File: config.mk
export PLATFORM = sky130hd
export DESIGN_NAME = bus_arb2_flat
export DESIGN_NICKNAME = d
export VERILOG_FILES = /design/src/rtl/bus_arb2_pkg.sv /design/src/rtl/bus_arb2_if.sv /design/src/rtl/bus_watchdog.sv /design/src/rtl/bus_arb2.sv /design/src/flat_wrapper.sv
export SDC_FILE = /design/constraint.sdc
export NUM_CORES = 1
export LEC_CHECK = 0
export CORE_AREA = 3 3 118 120
export DETAILED_ROUTE_END_ITERATION = 12
export DIE_AREA = 0 0 121 123
export PLACE_DENSITY = 0.72
export SETUP_SLACK_MARGIN = 0.2
export SLEW_MARGIN = 20
export SYNTH_ARGS = -nofsm -noshare
export SYNTH_HDL_FRONTEND = slang
export SYNTH_SLANG_ARGS = --single-unit
File: constraint.sdc
create_clock -name clk_24 -period 3.7 [get_ports clk_24]
set_input_delay 0.74 -clock clk_24 [delete_from_list [all_inputs] [get_ports clk_24]]
set_output_delay 0.74 -clock clk_24 [all_outputs]
set_load 0.02 [all_outputs]
File: src/rtl/bus_arb2_pkg.sv
// Shared definitions for the two-master bus arbiter: state encoding,
// default watchdog limit, abort read data and the grant decision.
package bus_arb2_pkg;

    typedef enum logic {
        IDLE = 1'b0,
        BUSY = 1'b1
    } arb_state_t;

    localparam int unsigned DEFAULT_TIMEOUT = 255;
    localparam logic [31:0] ABORT_RDATA     = 32'h0000_0000;

    // Returns 1 when m1 should be granted. m1 wins when m0 is not asking, or when
    // both ask under round-robin and m0 was the last master served.
    function automatic logic pick_winner(input logic req0, input logic req1,
                                         input logic last, input logic fixed_prio);
        return req1 && (!req0 || (!fixed_prio && !last));
    endfunction

endpackage

File: src/rtl/bus_arb2_if.sv
// Simple valid/ready request bus used on both the master and the slave side
// of the arbiter.
interface bus_arb2_if;

    logic        valid;
    logic [31:0] addr;
    logic [31:0] wdata;
    logic [3:0]  wstrb;
    logic        ready;
    logic [31:0] rdata;

    modport master (output valid, addr, wdata, wstrb, input ready, rdata);
    modport slave  (input valid, addr, wdata, wstrb, output ready, rdata);

endinterface

File: src/rtl/bus_watchdog.sv
// Busy-cycle watchdog: flags the cycle in which the running transfer has been
// busy for exactly 'limit' cycles.
module bus_watchdog (
    input  logic        clk_24,
    input  logic        reset,
    input  logic        run,
    input  logic [15:0] limit,
    output logic        expired
);

    logic [15:0] count;

    // count holds completed busy cycles, so the live watchdog value is count + 1
    // (1 on the first busy cycle, 0 whenever run is low).
    always_ff @(posedge clk_24) begin
        if (reset || !run) begin
            count <= '0;
        end else if (count != '1) begin
            count <= count + 16'd1;
        end
    end

    assign expired = run && ((count + 16'd1) == limit);

endmodule

File: src/rtl/bus_arb2.sv
// Two-master arbiter onto one shared slave bus, with round-robin or fixed
// priority and a watchdog that aborts stalled transfers.
module bus_arb2
    import bus_arb2_pkg::*;
#(
    parameter int unsigned PRIO_MODE = 0,
    parameter int unsigned TIMEOUT   = DEFAULT_TIMEOUT
) (
    input  logic       clk_24,
    input  logic       reset,
    bus_arb2_if.slave  m0,
    bus_arb2_if.slave  m1,
    bus_arb2_if.master s,
    output logic       owner,
    output logic       err,
    output logic       err_id,
    input  logic       err_clr
);

    arb_state_t  state;
    logic        own_q;
    logic        last;
    logic        busy;
    logic        own_valid;
    logic        live;
    logic        expired;
    logic        respond;
    logic        abort;
    logic [31:0] rdata;

    assign busy      = (state == BUSY);
    assign own_valid = own_q ? m1.valid : m0.valid;
    assign live      = busy && own_valid;
    assign abort     = live && expired && !s.ready;
    assign respond   = live && (s.ready || expired);

    bus_watchdog u_watchdog (
        .clk_24 (clk_24),
        .reset  (reset),
        .run    (busy),
        .limit  (16'(TIMEOUT)),
        .expired(expired)
    );

    always_ff @(posedge clk_24) begin
        if (reset) begin
            state  <= IDLE;
            own_q  <= 1'b0;
            last   <= 1'b1;
            err    <= 1'b0;
            err_id <= 1'b0;
        end else begin
            unique case (state)
                IDLE: begin
                    if (m0.valid || m1.valid) begin
                        own_q <= pick_winner(m0.valid, m1.valid, last, PRIO_MODE != 0);
                        state <= BUSY;
                    end
                end
                BUSY: begin
                    // A withdrawn request leaves without touching the pointer.
                    if (!own_valid || respond) begin
                        state <= IDLE;
                    end
                    if (respond) begin
                        last <= own_q;
                    end
                end
            endcase
            if (abort) begin
                err    <= 1'b1;
                err_id <= own_q;
            end else if (err_clr) begin
                err <= 1'b0;
            end
        end
    end

    assign owner = busy && own_q;

    assign s.valid = busy;
    assign s.addr  = busy ? (own_q ? m1.addr  : m0.addr)  : '0;
    assign s.wdata = busy ? (own_q ? m1.wdata : m0.wdata) : '0;
    assign s.wstrb = busy ? (own_q ? m1.wstrb : m0.wstrb) : '0;

    assign rdata    = abort ? ABORT_RDATA : (busy ? s.rdata : '0);
    assign m0.ready = respond && !own_q;
    assign m1.ready = respond && own_q;
    assign m0.rdata = rdata;
    assign m1.rdata = rdata;

endmodule

File: src/flat_wrapper.sv
// flat-port wrapper written by rule: the top's interface ports become plain ports
module bus_arb2_flat import bus_arb2_pkg::*;
#(
    parameter int unsigned PRIO_MODE = 0,
    parameter int unsigned TIMEOUT   = DEFAULT_TIMEOUT
)
  (clk_24, reset, owner, err, err_id, err_clr, m0_valid, m0_addr, m0_wdata, m0_wstrb, m0_ready, m0_rdata, m1_valid, m1_addr, m1_wdata, m1_wstrb, m1_ready, m1_rdata, s_valid, s_addr, s_wdata, s_wstrb, s_ready, s_rdata);
  bus_arb2_if m0_i ();
  bus_arb2_if m1_i ();
  bus_arb2_if s_i ();
  input  logic clk_24;
  input  logic reset;
  output logic owner;
  output logic err;
  output logic err_id;
  input  logic err_clr;
  input wire logic [$bits(m0_i.valid)-1:0] m0_valid;
  input wire logic [$bits(m0_i.addr)-1:0] m0_addr;
  input wire logic [$bits(m0_i.wdata)-1:0] m0_wdata;
  input wire logic [$bits(m0_i.wstrb)-1:0] m0_wstrb;
  output wire logic [$bits(m0_i.ready)-1:0] m0_ready;
  output wire logic [$bits(m0_i.rdata)-1:0] m0_rdata;
  input wire logic [$bits(m1_i.valid)-1:0] m1_valid;
  input wire logic [$bits(m1_i.addr)-1:0] m1_addr;
  input wire logic [$bits(m1_i.wdata)-1:0] m1_wdata;
  input wire logic [$bits(m1_i.wstrb)-1:0] m1_wstrb;
  output wire logic [$bits(m1_i.ready)-1:0] m1_ready;
  output wire logic [$bits(m1_i.rdata)-1:0] m1_rdata;
  output wire logic [$bits(s_i.valid)-1:0] s_valid;
  output wire logic [$bits(s_i.addr)-1:0] s_addr;
  output wire logic [$bits(s_i.wdata)-1:0] s_wdata;
  output wire logic [$bits(s_i.wstrb)-1:0] s_wstrb;
  input wire logic [$bits(s_i.ready)-1:0] s_ready;
  input wire logic [$bits(s_i.rdata)-1:0] s_rdata;
  assign m0_i.valid = m0_valid;
  assign m0_i.addr = m0_addr;
  assign m0_i.wdata = m0_wdata;
  assign m0_i.wstrb = m0_wstrb;
  assign m0_ready = m0_i.ready;
  assign m0_rdata = m0_i.rdata;
  assign m1_i.valid = m1_valid;
  assign m1_i.addr = m1_addr;
  assign m1_i.wdata = m1_wdata;
  assign m1_i.wstrb = m1_wstrb;
  assign m1_ready = m1_i.ready;
  assign m1_rdata = m1_i.rdata;
  assign s_valid = s_i.valid;
  assign s_addr = s_i.addr;
  assign s_wdata = s_i.wdata;
  assign s_wstrb = s_i.wstrb;
  assign s_i.ready = s_ready;
  assign s_i.rdata = s_rdata;
  bus_arb2 #(.PRIO_MODE(PRIO_MODE), .TIMEOUT(TIMEOUT)) u_core (.clk_24(clk_24), .reset(reset), .m0(m0_i), .m1(m1_i), .s(s_i), .owner(owner), .err(err), .err_id(err_id), .err_clr(err_clr));
endmodule
==> results summary <==
For this run, the number of Yosys warnings is 0. The static power due to leakage is ~0.0023 uW. The area of all placed cells without fillers is 5866 um2. The actual transition at the worst max-transition pin came out at between 0.6 and 0.7 ns. The number of design rule violations left after detail routing came out at 0.

Setup repair after global routing could not meet its margin everywhere. The area fraction of the dominant cell type after synthesis is between 20% and 30%. The number of placement rows came out at 42. The number of global-route vias before repair is between 3,000 and 4,000. The placed instances occupy a cell area of ~5900 um2.

The largest buffer count on any clock path is 2. The count of routing violations after the opening detailed-route iteration is 138. Measured against its own limit, the worst slew margin works out to between 50% and 60%. The insertion delay to the later sink of the worst-skew pair is ~0.26 ns. The number of nets handed over by synthesis was 549. The number of buffers created by CTS came out at 3. Based on the critical path, the design can be clocked at up to just under 0.3 GHz.

On the critical path, the stage with the largest delay is an instance of sky130_fd_sc_hd__dfxtp_4. The post-synthesis instance area is ~2800 um2. The cell that appears most often on the critical path is sky130_fd_sc_hd__buf_4.

The unique cell type count in the Yosys netlist came out at between 40 and 50. The period utilization is 93.38%. The floorplan die width came out at roughly 120 um.

The final count of negative-setup-slack endpoints came out at 0. The clock power share came out at between 15 and 20%. The number of buffers and inverters on the critical path came out at 6. The net switching share of the total power came out at between 30% and 40%. The final critical delay including setup and external delays came out at roughly 3.5 ns. The total via count after detailed routing is ~3,800. For this design the ratio of total power to cell area is 202.9 nW/um2. The critical path class is register to primary output. The number of nets with antenna violations after detailed routing came out at 0. The run finished with clean final reports. After floorplanning, the core was sized to cover ~13,000 um2. The detailed-routing iteration count for the pre-antenna-repair pass is 5. The detailed-route wire length per cell came out at roughly 20 um. Of the cells placed in the final design, the portion with a size suffix greater than 1 is 21.38%. In the synthesized netlist the async set-or-reset flop fraction comes to 0%. In this run, the combinational gates consume a little over 60% of the power. The initial standard-cell utilization of the core came out at between 20% and 30%. Including well taps, the total number of placed cells is roughly 810. The tree is rooted in a sky130_fd_sc_hd__clkbuf_16. The sequential group share of total power is a little under 20%. The overflow left after global routing came out at 0. The first global-routing pass estimated 21,800 um of wire. The total track usage is 19.71%.

The finished layout holds about 830 standard cells, fillers aside. Yosys attributes the largest share of cell area to sky130_fd_sc_hd__mux2i_1 (25%), sky130_fd_sc_hd__dfxtp_1 (15%), sky130_fd_sc_hd__nor2_1 (11%). The number of max-cap violations came out at 0. TritonCTS built the clock tree. The number of antenna violations at the first check in global routing is 5. A synthesized cell averages 7.517 um2.

The net count reported at finish is 827. The worst setup path is captured at a primary output. The via count normalized by instance count is approximately 4.5. At the worst endpoint, the required time is 2.96 ns. The peak supply drop came out at between 0.0001 and 0.00015 V. The utilization of the core after routing came out at approximately 45%. The total of flip-flops plus latches after synthesis came out at 21.

The most used flip-flop cell after synthesis is sky130_fd_sc_hd__dfxtp_1. The number of synthesized flops with an enable pin came out at 0. The setup TNS after final layout came out at 0 ns. The number of placed I/O pins is 312. Among cell families on the critical path, the largest total delay comes from buffers and inverters. The biggest area contributor in the post-synthesis netlist is sky130_fd_sc_hd__mux2i_1. The area added between synthesis and finish is 109.2%.

The net load switching power is between 400 and 500 uW. The hold violation count in the final report is 0. The CTS sink count is 21. The maximum fanout encountered on the critical timing path is 8. The total number of H-tree levels came out at 1. The weighted congestion reported at the end of routability-driven placement came out at 0.8867. The critical path goes through buf_4 -> and4_4 -> buf_4 -> a311oi_1 -> a31oi_1 -> a2111oi_4 -> buf_4 -> a31oi_4 -> buf_4 -> clkbuf_16 -> and2_4 -> buf_2.

The die is 123 um tall. Entering global routing, the biggest net connects 76 pins. The estimated wirelength of the detail-placed design came out at about 14,000 um. The worst setup path is launched from a register.

The count of buffers from port buffering is 311. The largest clock skew in the final design is between 0.003 and 0.004 ns. After clock tree synthesis, the clock-pin slew on the worst setup and hold paths is roughly 0.06 ns. After filler insertion, the fill cell instance count of the layout stands at ~1,300. The largest single stage delay on the critical path is ~0.36 ns. The min-delay analysis places its worst path in the category register to register. Internal power comes to approximately 760 uW. The arrival time reported for the critical path endpoint is between 2 and 3 ns. The number of pins with negative max-slew slack in the final report is 0. Synthesis produced 373 cells. The die outline area is 14,880 um2. The fraction of the yosys area taken by sequential cells came out at between 10% and 20%. The final routed wirelength across all metal layers came out at between 15,000 and 20,000 um.
## cells in the final DEF, fill, tap and decap left out, drive strengths merged, types with 3 or more instances in the layout
cell type      netlist  final
a311oi               3      3
mux2i               69     69
and2                33     33
dlygate4sd2          0      4
clkdlybuf4s50        0    245
clkbuf              14     50
clkdlybuf4s15        0      4
o21ai                6      6
buf                 44     30
nor2                79     79
nand2                8      8
nor3                 7      7
dfxtp               21     21
a21oi               17     17
and3                 5      5
nand2b               5      5
xor2                 4      4
nand3               10     10
inv                  5      6
xnor2                8      8
nor4                 4      4
nand4                5      5
a31oi                5      5
or3                  4      4
## repair_timing
| item | 4_1_cts | 5_1_grt |
|---|---|---|
| hold endpoints to repair | 0 | 0 |
| hold buffers | 0 | 0 |
| cloned | 0 | 3 |
| pin swaps | 3 | 5 |
| gates resized for setup | 119 | 104 |
| setup buffers | 2 | 5 |
| setup endpoints to repair | 66 | 66 |
## tightest hold or removal path, stage by stage, from the launching register on
cell and delay (ns):
sky130_fd_sc_hd__dfxtp_1 0.31, sky130_fd_sc_hd__nand2b_1 0.06, sky130_fd_sc_hd__mux2i_1 0.06
## metal layers
metal,GRT usage [%],routed length (um)
met1,24.12,6238
met2,30.64,7600
met3,11.85,2589
met4,2.408,86
met5,0,67
## power by group through the flow
stage	logic, uW	registers, uW	clock network [uW]
3_3_place_gp	736	238	0
4_1_cts	720	233	242
3_5_place_dp	739	238	0
2_1_floorplan	336	239	0
5_1_grt	762	233	251
6_report	724	233	233
## path summary, 6_finish.rpt
kind	end	from	cells past startpoint	slack, ns
worst max-delay path	m1_rdata[22]	u_core.u_watchdog.count[1]	12	0.24
worst min register to register	u_core.err_id	u_core.err_id	2	0.47
worst min-delay path	u_core.err_id	u_core.err_id	2	0.47
worst max register to register	u_core.u_watchdog.count[0]	u_core.u_watchdog.count[8]	6	1.46
## final cells by class
class                   count  area, um2  share of cell area (%)
inverters                   5      18.77                  0.3200
clock buffers               3      75.07                   1.280
clock inverters             1      6.256                  0.1067
diodes                      1      2.502                 0.04266
repair buffers            331       3044                   51.90
multi-input cells         289       2066                   35.22
flip-flops and latches     21      432.9                   7.381
well taps                 176      220.2                   3.754
## state kept, by name (all words and copies together), names as in the netlist
signal / count
u_core.u_watchdog.count: 16
u_core.err: 1
u_core.err_id: 1
u_core.last: 1
u_core.own_q: 1
u_core.s.valid: 1
## synth_stat cells, types with 5 or more instances
| cell type | instances |
|---|---|
| sky130_fd_sc_hd__nor2_1 | 79 |
| sky130_fd_sc_hd__o21ai_0 | 6 |
| sky130_fd_sc_hd__nand2_1 | 8 |
| sky130_fd_sc_hd__nor3_1 | 6 |
| sky130_fd_sc_hd__and2_4 | 30 |
| sky130_fd_sc_hd__and3_1 | 5 |
| sky130_fd_sc_hd__nand2b_1 | 5 |
| sky130_fd_sc_hd__mux2i_1 | 69 |
| sky130_fd_sc_hd__buf_4 | 32 |
| sky130_fd_sc_hd__clkbuf_1 | 14 |
| sky130_fd_sc_hd__xnor2_1 | 8 |
| sky130_fd_sc_hd__dfxtp_1 | 21 |
| sky130_fd_sc_hd__a21oi_1 | 17 |
| sky130_fd_sc_hd__buf_1 | 7 |
| sky130_fd_sc_hd__nand3_1 | 9 |
## logic make-up (layout without fill, tap and decap cells)
family	count (synthesis)	count (layout)	synth area share, %
flip-flops	21	21	14.99
AO/OA/AOI/OAI	36	36	8.880
AND/OR/NAND/NOR	169	169	32.84
buffers and inverters	63	340	13.61
other	0	1	0
multiplexers	70	70	25.03
adder cells (fa/ha/maj)	2	2	0.8923
XOR/XNOR	12	12	3.748
## through the flow
step / power, uW / setup slack (ns) / hold WS, ns
4_1_cts: 1194 / 0.1856 / 0.4797
3_3_place_gp: 973.9 / 0.1371 / 0.4634
6_report: 1190 / 0.2449 / 0.4721
2_1_floorplan: 575.7 / 0.5910 / 0.5098
3_5_place_dp: 976.7 / 0.06761 / 0.4694
5_1_grt: 1247 / 0.1551 / 0.5141
Power figures use the tool's default switching activity.
